`config.mk`:
```
export PLATFORM = sky130hd
export DESIGN_NAME = piece_bag_generator
export DESIGN_NICKNAME = d
export VERILOG_FILES = /design/src/rtl/piece_gen_pkg.sv /design/src/rtl/piece_bag_generator_lfsr.sv /design/src/rtl/piece_bag_generator.sv
export SDC_FILE = /design/constraint.sdc
export NUM_CORES = 1
export LEC_CHECK = 0
export ABC_AREA = 0
export ABC_CLOCK_PERIOD_IN_PS = 4500
export BUFFER_PORTS_ARGS = -buffer_cell sky130_fd_sc_hd__buf_2
export CAP_MARGIN = 20
export CORE_MARGIN = 5
export CORE_UTILIZATION = 50
export CTS_CLUSTER_DIAMETER = 80
export DETAILED_ROUTE_END_ITERATION = 8
export PLACE_DENSITY = 0.76
export SLEW_MARGIN = 5
export SYNTH_ARGS = -nofsm -noshare
export SYNTH_HDL_FRONTEND = slang
export SYNTH_HIERARCHICAL = 1
export SYNTH_SLANG_ARGS = --single-unit
export TNS_END_PERCENT = 10
```
`constraint.sdc`:
```
create_clock -name clk -period 4.5 [get_ports clk]
set_input_delay 0.9 -clock clk [delete_from_list [all_inputs] [get_ports clk]]
set_output_delay 0.9 -clock clk [all_outputs]
set_load 0.03 [all_outputs]
```
`src/rtl/piece_gen_pkg.sv`:
```
// Shared types, LFSR tap table and helpers for the piece randomiser.
package piece_gen_pkg;

    localparam logic [7:0]  TAPS_8  = 8'hB8;
    localparam logic [15:0] TAPS_16 = 16'hB400;
    localparam logic [23:0] TAPS_24 = 24'hE10000;
    localparam logic [31:0] TAPS_32 = 32'h80200003;

    // Widest piece index the spawn logic ever handles (16 piece types).
    localparam int unsigned MAX_PIECE_W = 4;
    typedef logic [MAX_PIECE_W-1:0] piece_idx_t;

    // Maximal-length Galois tap mask for a supported LFSR width.
    function automatic logic [31:0] lfsr_taps(input int unsigned width);
        case (width)
            8:       return 32'(TAPS_8);
            16:      return 32'(TAPS_16);
            24:      return 32'(TAPS_24);
            default: return TAPS_32;
        endcase
    endfunction

endpackage

```
`src/rtl/piece_bag_generator_lfsr.sv`:
```
// Right-shifting Galois LFSR; reset and load both capture load_value.
module galois_lfsr #(
    parameter int unsigned      WIDTH = 16,
    parameter logic [WIDTH-1:0] TAPS  = WIDTH'(32'h0000B400)
) (
    input  logic             clk,
    input  logic             reset,
    input  logic             load,
    input  logic [WIDTH-1:0] load_value,
    output logic [WIDTH-1:0] state
);

    // The owner supplies the reset seed on load_value, so reset behaves as a load.
    always_ff @(posedge clk) begin
        if (reset || load) begin
            state <= load_value;
        end else begin
            state <= (state >> 1) ^ (state[0] ? TAPS : '0);
        end
    end

endmodule

```
`src/rtl/piece_bag_generator.sv`:
```
// Piece randomiser: LFSR candidates feed a preview queue, uniform or 7-bag style.
module piece_bag_generator
    import piece_gen_pkg::*;
#(
    parameter int unsigned NUM_PIECES    = 7,
    parameter int unsigned PREVIEW_DEPTH = 3,
    parameter int unsigned LFSR_WIDTH    = 16,
    parameter logic [31:0] SEED          = 32'h0000ACE1,
    localparam int unsigned PIECE_W      = $clog2(NUM_PIECES),
    localparam int unsigned CNT_W        = $clog2(PREVIEW_DEPTH + 1)
) (
    input  logic                               clk,
    input  logic                               reset,
    input  logic                               bag_mode,
    input  logic                               take,
    input  logic                               seed_load,
    input  logic [LFSR_WIDTH-1:0]              seed_value,
    output logic                               piece_valid,
    output logic [PIECE_W-1:0]                 next_piece,
    output logic [PREVIEW_DEPTH*PIECE_W-1:0]   preview,
    output logic [CNT_W-1:0]                   preview_count,
    output logic [NUM_PIECES-1:0]              bag_remaining
);

    localparam logic [LFSR_WIDTH-1:0] SEED_L    = LFSR_WIDTH'(SEED);
    localparam logic [LFSR_WIDTH-1:0] TAPS      = LFSR_WIDTH'(lfsr_taps(LFSR_WIDTH));
    localparam logic [NUM_PIECES-1:0] FULL_MASK = '1;
    localparam logic [PIECE_W:0]      NUM_LIM   = (PIECE_W + 1)'(NUM_PIECES);
    localparam logic [CNT_W-1:0]      DEPTH_C   = CNT_W'(PREVIEW_DEPTH);

    logic [LFSR_WIDTH-1:0] lfsr;
    logic [LFSR_WIDTH-1:0] lfsr_load_value;
    logic                  lfsr_unused;

    logic [PIECE_W-1:0]    q   [PREVIEW_DEPTH];
    logic [PIECE_W-1:0]    q_n [PREVIEW_DEPTH];
    logic [CNT_W-1:0]      count_n;
    logic [CNT_W-1:0]      count_after_pop;
    logic [NUM_PIECES-1:0] mask_eff;
    logic [NUM_PIECES-1:0] mask_n;
    logic [PIECE_W-1:0]    cand;
    logic [PIECE_W-1:0]    push_piece;
    piece_idx_t            last_free;
    logic                  bag_mode_q;
    logic                  pop;
    logic                  push;
    logic                  in_range;
    logic                  cand_free;

    // A zero runtime seed would lock the LFSR, so it falls back to SEED.
    assign lfsr_load_value = (reset || (seed_value == '0)) ? SEED_L : seed_value;

    galois_lfsr #(
        .WIDTH (LFSR_WIDTH),
        .TAPS  (TAPS)
    ) u_lfsr (
        .clk        (clk),
        .reset      (reset),
        .load       (seed_load),
        .load_value (lfsr_load_value),
        .state      (lfsr)
    );

    assign cand        = lfsr[PIECE_W-1:0];
    assign lfsr_unused = ^lfsr[LFSR_WIDTH-1:PIECE_W];

    // Pop, candidate qualification, push and bag-mask bookkeeping for this cycle.
    always_comb begin
        pop             = take && (preview_count != '0);
        count_after_pop = preview_count - CNT_W'(pop);
        mask_eff        = (bag_mode != bag_mode_q) ? FULL_MASK : bag_remaining;
        in_range        = {1'b0, cand} < NUM_LIM;
        cand_free       = 1'b0;
        last_free       = '0;
        for (int unsigned k = 0; k < NUM_PIECES; k++) begin
            if (mask_eff[k]) begin
                last_free = piece_idx_t'(k);
                if (PIECE_W'(k) == cand) begin
                    cand_free = 1'b1;
                end
            end
        end

        push       = 1'b0;
        push_piece = cand;
        if (count_after_pop < DEPTH_C) begin
            if (!bag_mode) begin
                push = in_range;
            end else if ($onehot(mask_eff)) begin
                push       = 1'b1;
                push_piece = PIECE_W'(last_free);
            end else begin
                push = cand_free;
            end
        end

        for (int unsigned i = 0; i < PREVIEW_DEPTH; i++) begin
            q_n[i] = q[i];
        end
        if (pop) begin
            for (int unsigned i = 0; i + 1 < PREVIEW_DEPTH; i++) begin
                q_n[i] = q[i+1];
            end
            q_n[PREVIEW_DEPTH-1] = '0;
        end
        for (int unsigned i = 0; i < PREVIEW_DEPTH; i++) begin
            if (push && (CNT_W'(i) == count_after_pop)) begin
                q_n[i] = push_piece;
            end
        end
        count_n = count_after_pop + CNT_W'(push);

        mask_n = mask_eff;
        if (bag_mode && push) begin
            for (int unsigned k = 0; k < NUM_PIECES; k++) begin
                if (PIECE_W'(k) == push_piece) begin
                    mask_n[k] = 1'b0;
                end
            end
            if (mask_n == '0) begin
                mask_n = FULL_MASK;
            end
        end

        if (seed_load) begin
            for (int unsigned i = 0; i < PREVIEW_DEPTH; i++) begin
                q_n[i] = '0;
            end
            count_n = '0;
            mask_n  = FULL_MASK;
        end
    end

    // Queue, count, valid flag and bag mask registers.
    always_ff @(posedge clk) begin
        bag_mode_q <= bag_mode;
        if (reset) begin
            for (int unsigned i = 0; i < PREVIEW_DEPTH; i++) begin
                q[i] <= '0;
            end
            preview_count <= '0;
            piece_valid   <= 1'b0;
            bag_remaining <= FULL_MASK;
        end else begin
            for (int unsigned i = 0; i < PREVIEW_DEPTH; i++) begin
                q[i] <= q_n[i];
            end
            preview_count <= count_n;
            piece_valid   <= (count_n != '0);
            bag_remaining <= mask_n;
        end
    end

    assign next_piece = q[0];

    for (genvar g = 0; g < PREVIEW_DEPTH; g++) begin : g_preview
        assign preview[g*PIECE_W +: PIECE_W] = q[g];
    end

endmodule

```
==> reports/summary.txt <==
run status: finished, violations left
violated checks: setup timing
post-route clock period utilization: 1.08
data arrival time of the critical path: 5.08 ns
Initial Utilization: 0.509
clock latency of the later-clocked register in the worst-skew pair: 0.29 ns
number of CTS-inserted buffers: 5
total of warnings raised by yosys: 6
die extent in x: 78.9 µm
number of max-capacitance violations reported: 0
type of the most critical hold path: flip-flop to flip-flop
Crit path max-delay family: adder cells
final-report max-slew violation count: 0
commonest register cell after synthesis: sky130_fd_sc_hd__dfxtp_1
die area: 6220 µm²
largest vdd supply drop: 119 µV
post-layout worst setup margin: -0.356 ns
leading cell type in the layout, fill and taps excluded: sky130_fd_sc_hd__buf_2
net count after synthesis: 280
overall power consumption: 0.000880 W
library cell used as clock root buffer: sky130_fd_sc_hd__clkbuf_8
area of the core region: 4660 µm²
Critical Path Sink Type: flip-flop
number of antenna repair diodes: 0
Filler Cell Count: 377
count of pins on the block boundary: 43
total placed cells including tap cells: 369
Multi-input gate area: 1590 µm²
antenna violations before repair: 0
CP max FO: 5
accumulated negative setup slack: -2.20 ns
register cell area after layout: 721 µm²
Vias per Instance: 5.75
required time at the endpoint of the critical path: 4.72 ns
share of cells above drive strength 1: 0.390
Avg Synthesized Cell Area: 9.37 µm²
post-route clock skew: 0.00485 ns
Worst path max stage delay: 0.49 ns
via count: 2196
first-pass GRT wire length: 10200 µm
Pre-Repair DR Iteration Count: 4
Worst Max-Slew Pin Slew: 0.787 ns
count of antenna-violating nets left after detailed routing: 0
time the final worst path needs with I/O delays and setup: 4.86 ns
number of instances in the synthesized netlist: 253
final hold violations: 0
maximum root-to-sink buffer count: 2
type of the worst setup path: input port to flip-flop
1st-iter DRT viols: 99
vias in the first global route: 2236
site row count: 25
largest net degree at the start of global routing: 17
async set-or-reset flop fraction in the synthesized netlist: 0
highest achievable clock rate: 206 MHz
Lkg Pwr: 1.20 nW
post-route worst hold slack: 0.455 ns
leading cell types in the layout, fill and taps excluded: sky130_fd_sc_hd__buf_2 (42), sky130_fd_sc_hd__dfxtp_1 (36), sky130_fd_sc_hd__buf_4 (35)
CTS tree: done
worst path bufs/invs: 5
Seq cells post-synth: 36
total routing usage reported by global routing: 0.204
clock slew at the register clock pins of the worst setup and hold paths: 0.07 ns
Mapped Area: 2370 µm²
half-perimeter wire length after detailed placement: 4520 µm
critical path launch point type: input port
RSZ-0062 raised after global routing: true
non-filler cells in the finished layout: 382
weighted congestion reported at the end of routability-driven placement: 0.968
number of distinct library cell variants in the gate-level netlist after synthesis: 58
Chip Height: 78.9 µm
share of the core filled with cells in the final layout: 0.645
highest-delay cell along the critical path: sky130_fd_sc_hd__fa_1
number of enable-type register cells in the synthesized netlist: 0
wire per inst: 15.6 µm
overall routed net length: 5960 µm
count of buffers from port buffering: 42
Top cell by count, worst path: sky130_fd_sc_hd__fa_1
cells along the critical path: buf_2 > xnor2_4 > nand2b_1 > fa_1 > fa_1 > inv_1 > fa_1 > inv_1 > fa_1 > nor4b_4 > a21boi_4 > buf_4 > o211ai_1 > a211o_1 > a311oi_4 > buf_6 > nor3_1 > o21ai_1
number of nets in the finished design: 354
Congestion Overflow GR: 0
top-area cell type share of the netlist area: 0.304
top cells by area in the synthesized netlist: sky130_fd_sc_hd__dfxtp_1 (30%), sky130_fd_sc_hd__mux2_4 (6.3%), sky130_fd_sc_hd__a211oi_1 (5.1%), sky130_fd_sc_hd__nand2b_1 (3.4%), sky130_fd_sc_hd__fa_1 (3.4%)
DRC violation count after routing: 0
largest area contributor in the synthesized netlist: sky130_fd_sc_hd__dfxtp_1
Synth-to-Final Area Change: 26.7%
fraction of the yosys area taken by sequential cells: 0.304
Max-Slew Margin vs Limit: 0.469
Clock Sink Count: 36
H-tree lvl count: 2
final-report setup violation count: 7
power density over the cells: 293 nW/µm²
-- sequential cells by signal, summed over array words and instances, names as in the netlist --
name           count
piece_valid        1
preview_count      2
q                  9
u_lfsr/state      16
bag_mode_q         1
bag_remaining      7
-- power by group --
| part | leakage [nW] | total [W] | switching [W] | internal, W |
|---|---|---|---|---|
| sequential | 0.297 | 0.000369 | 0.0000231 | 0.000346 |
| combinational | 0.856 | 0.000283 | 0.000158 | 0.000125 |
| clock | 0.0479 | 0.000227 | 0.000120 | 0.000108 |
-- final timing paths --
check             slack [ns]  cells past startpoint       startpoint          endpoint
setup / recovery       -0.36                     18         bag_mode  bag_remaining[4]
hold / removal          0.45                      1  u_lfsr/state[8]   u_lfsr/state[7]
setup reg to reg       -0.04                     17       bag_mode_q  bag_remaining[4]
hold reg to reg         0.45                      1  u_lfsr/state[8]   u_lfsr/state[7]
-- metal layers --
layer	GRT usage	wire, µm	part of all wire
met5	0	0	0
met4	0.0842	97	0.016
met2	0.332	2870	0.48
met3	0.0454	363	0.061
met1	0.261	2620	0.44
-- Yosys cell counts, types with 2 or more instances --
master	count
sky130_fd_sc_hd__mux2_2	6
sky130_fd_sc_hd__nor4_2	4
sky130_fd_sc_hd__nor2_1	15
sky130_fd_sc_hd__nor4_1	7
sky130_fd_sc_hd__buf_4	4
sky130_fd_sc_hd__nand3b_1	5
sky130_fd_sc_hd__nor3_1	5
sky130_fd_sc_hd__o211ai_1	4
sky130_fd_sc_hd__a211oi_1	16
sky130_fd_sc_hd__mux2_1	2
sky130_fd_sc_hd__ha_1	2
sky130_fd_sc_hd__mux2_4	10
sky130_fd_sc_hd__xor2_1	4
sky130_fd_sc_hd__o21ai_0	9
sky130_fd_sc_hd__nor2b_1	7
sky130_fd_sc_hd__o31ai_1	4
sky130_fd_sc_hd__clkbuf_1	6
sky130_fd_sc_hd__a31oi_1	3
sky130_fd_sc_hd__fa_1	4
sky130_fd_sc_hd__inv_1	12
sky130_fd_sc_hd__o21ai_1	5
sky130_fd_sc_hd__nand2b_1	13
sky130_fd_sc_hd__dfxtp_1	36
sky130_fd_sc_hd__nand2_1	14
sky130_fd_sc_hd__or3_1	3
sky130_fd_sc_hd__xnor2_1	2
sky130_fd_sc_hd__nand3_1	2
sky130_fd_sc_hd__and2_1	11
sky130_fd_sc_hd__a21oi_1	6
sky130_fd_sc_hd__or2_2	4
-- logic make-up (layout without fill, tap and decap cells) --
family | Yosys count | count (layout) | share of synthesized area
flops | 36 | 36 | 0.304
fa+ha+maj | 6 | 6 | 0.0443
buf+inv | 24 | 99 | 0.0517
xor+xnor | 8 | 8 | 0.0359
compound gates | 62 | 62 | 0.204
mux | 19 | 19 | 0.111
simple gates | 98 | 98 | 0.250
-- metrics by stage --
stage	worst slack [ns]	cell area, µm²
after floorplan	-0.215	2390
after global placement	-0.653	2830
after detailed placement	-0.688	2830
after CTS	-0.290	2990
after global routing	-0.560	3000
final	-0.356	3000
-- final cells by class --
cell class / instances / area share
Sequential cell: 36 / 0.240
Tap cell: 54 / 0.0225
Multi-Input combinational cell: 193 / 0.529
Clock buffer: 5 / 0.0229
Clock inverter: 3 / 0.00625
Timing Repair Buffer: 79 / 0.165
Inverter: 12 / 0.0150
-- timing repair --
| item | 4_1_cts | 5_1_grt |
|---|---|---|
| endpoints found under the setup margin | 7 | 16 |
| hold buffers | 0 | 0 |
| resized for setup | 6 | 3 |
| setup buffers | 5 | 0 |
| cloned | 0 | 0 |
| pin swaps | 2 | 0 |
Power figures use the tool's default switching activity.
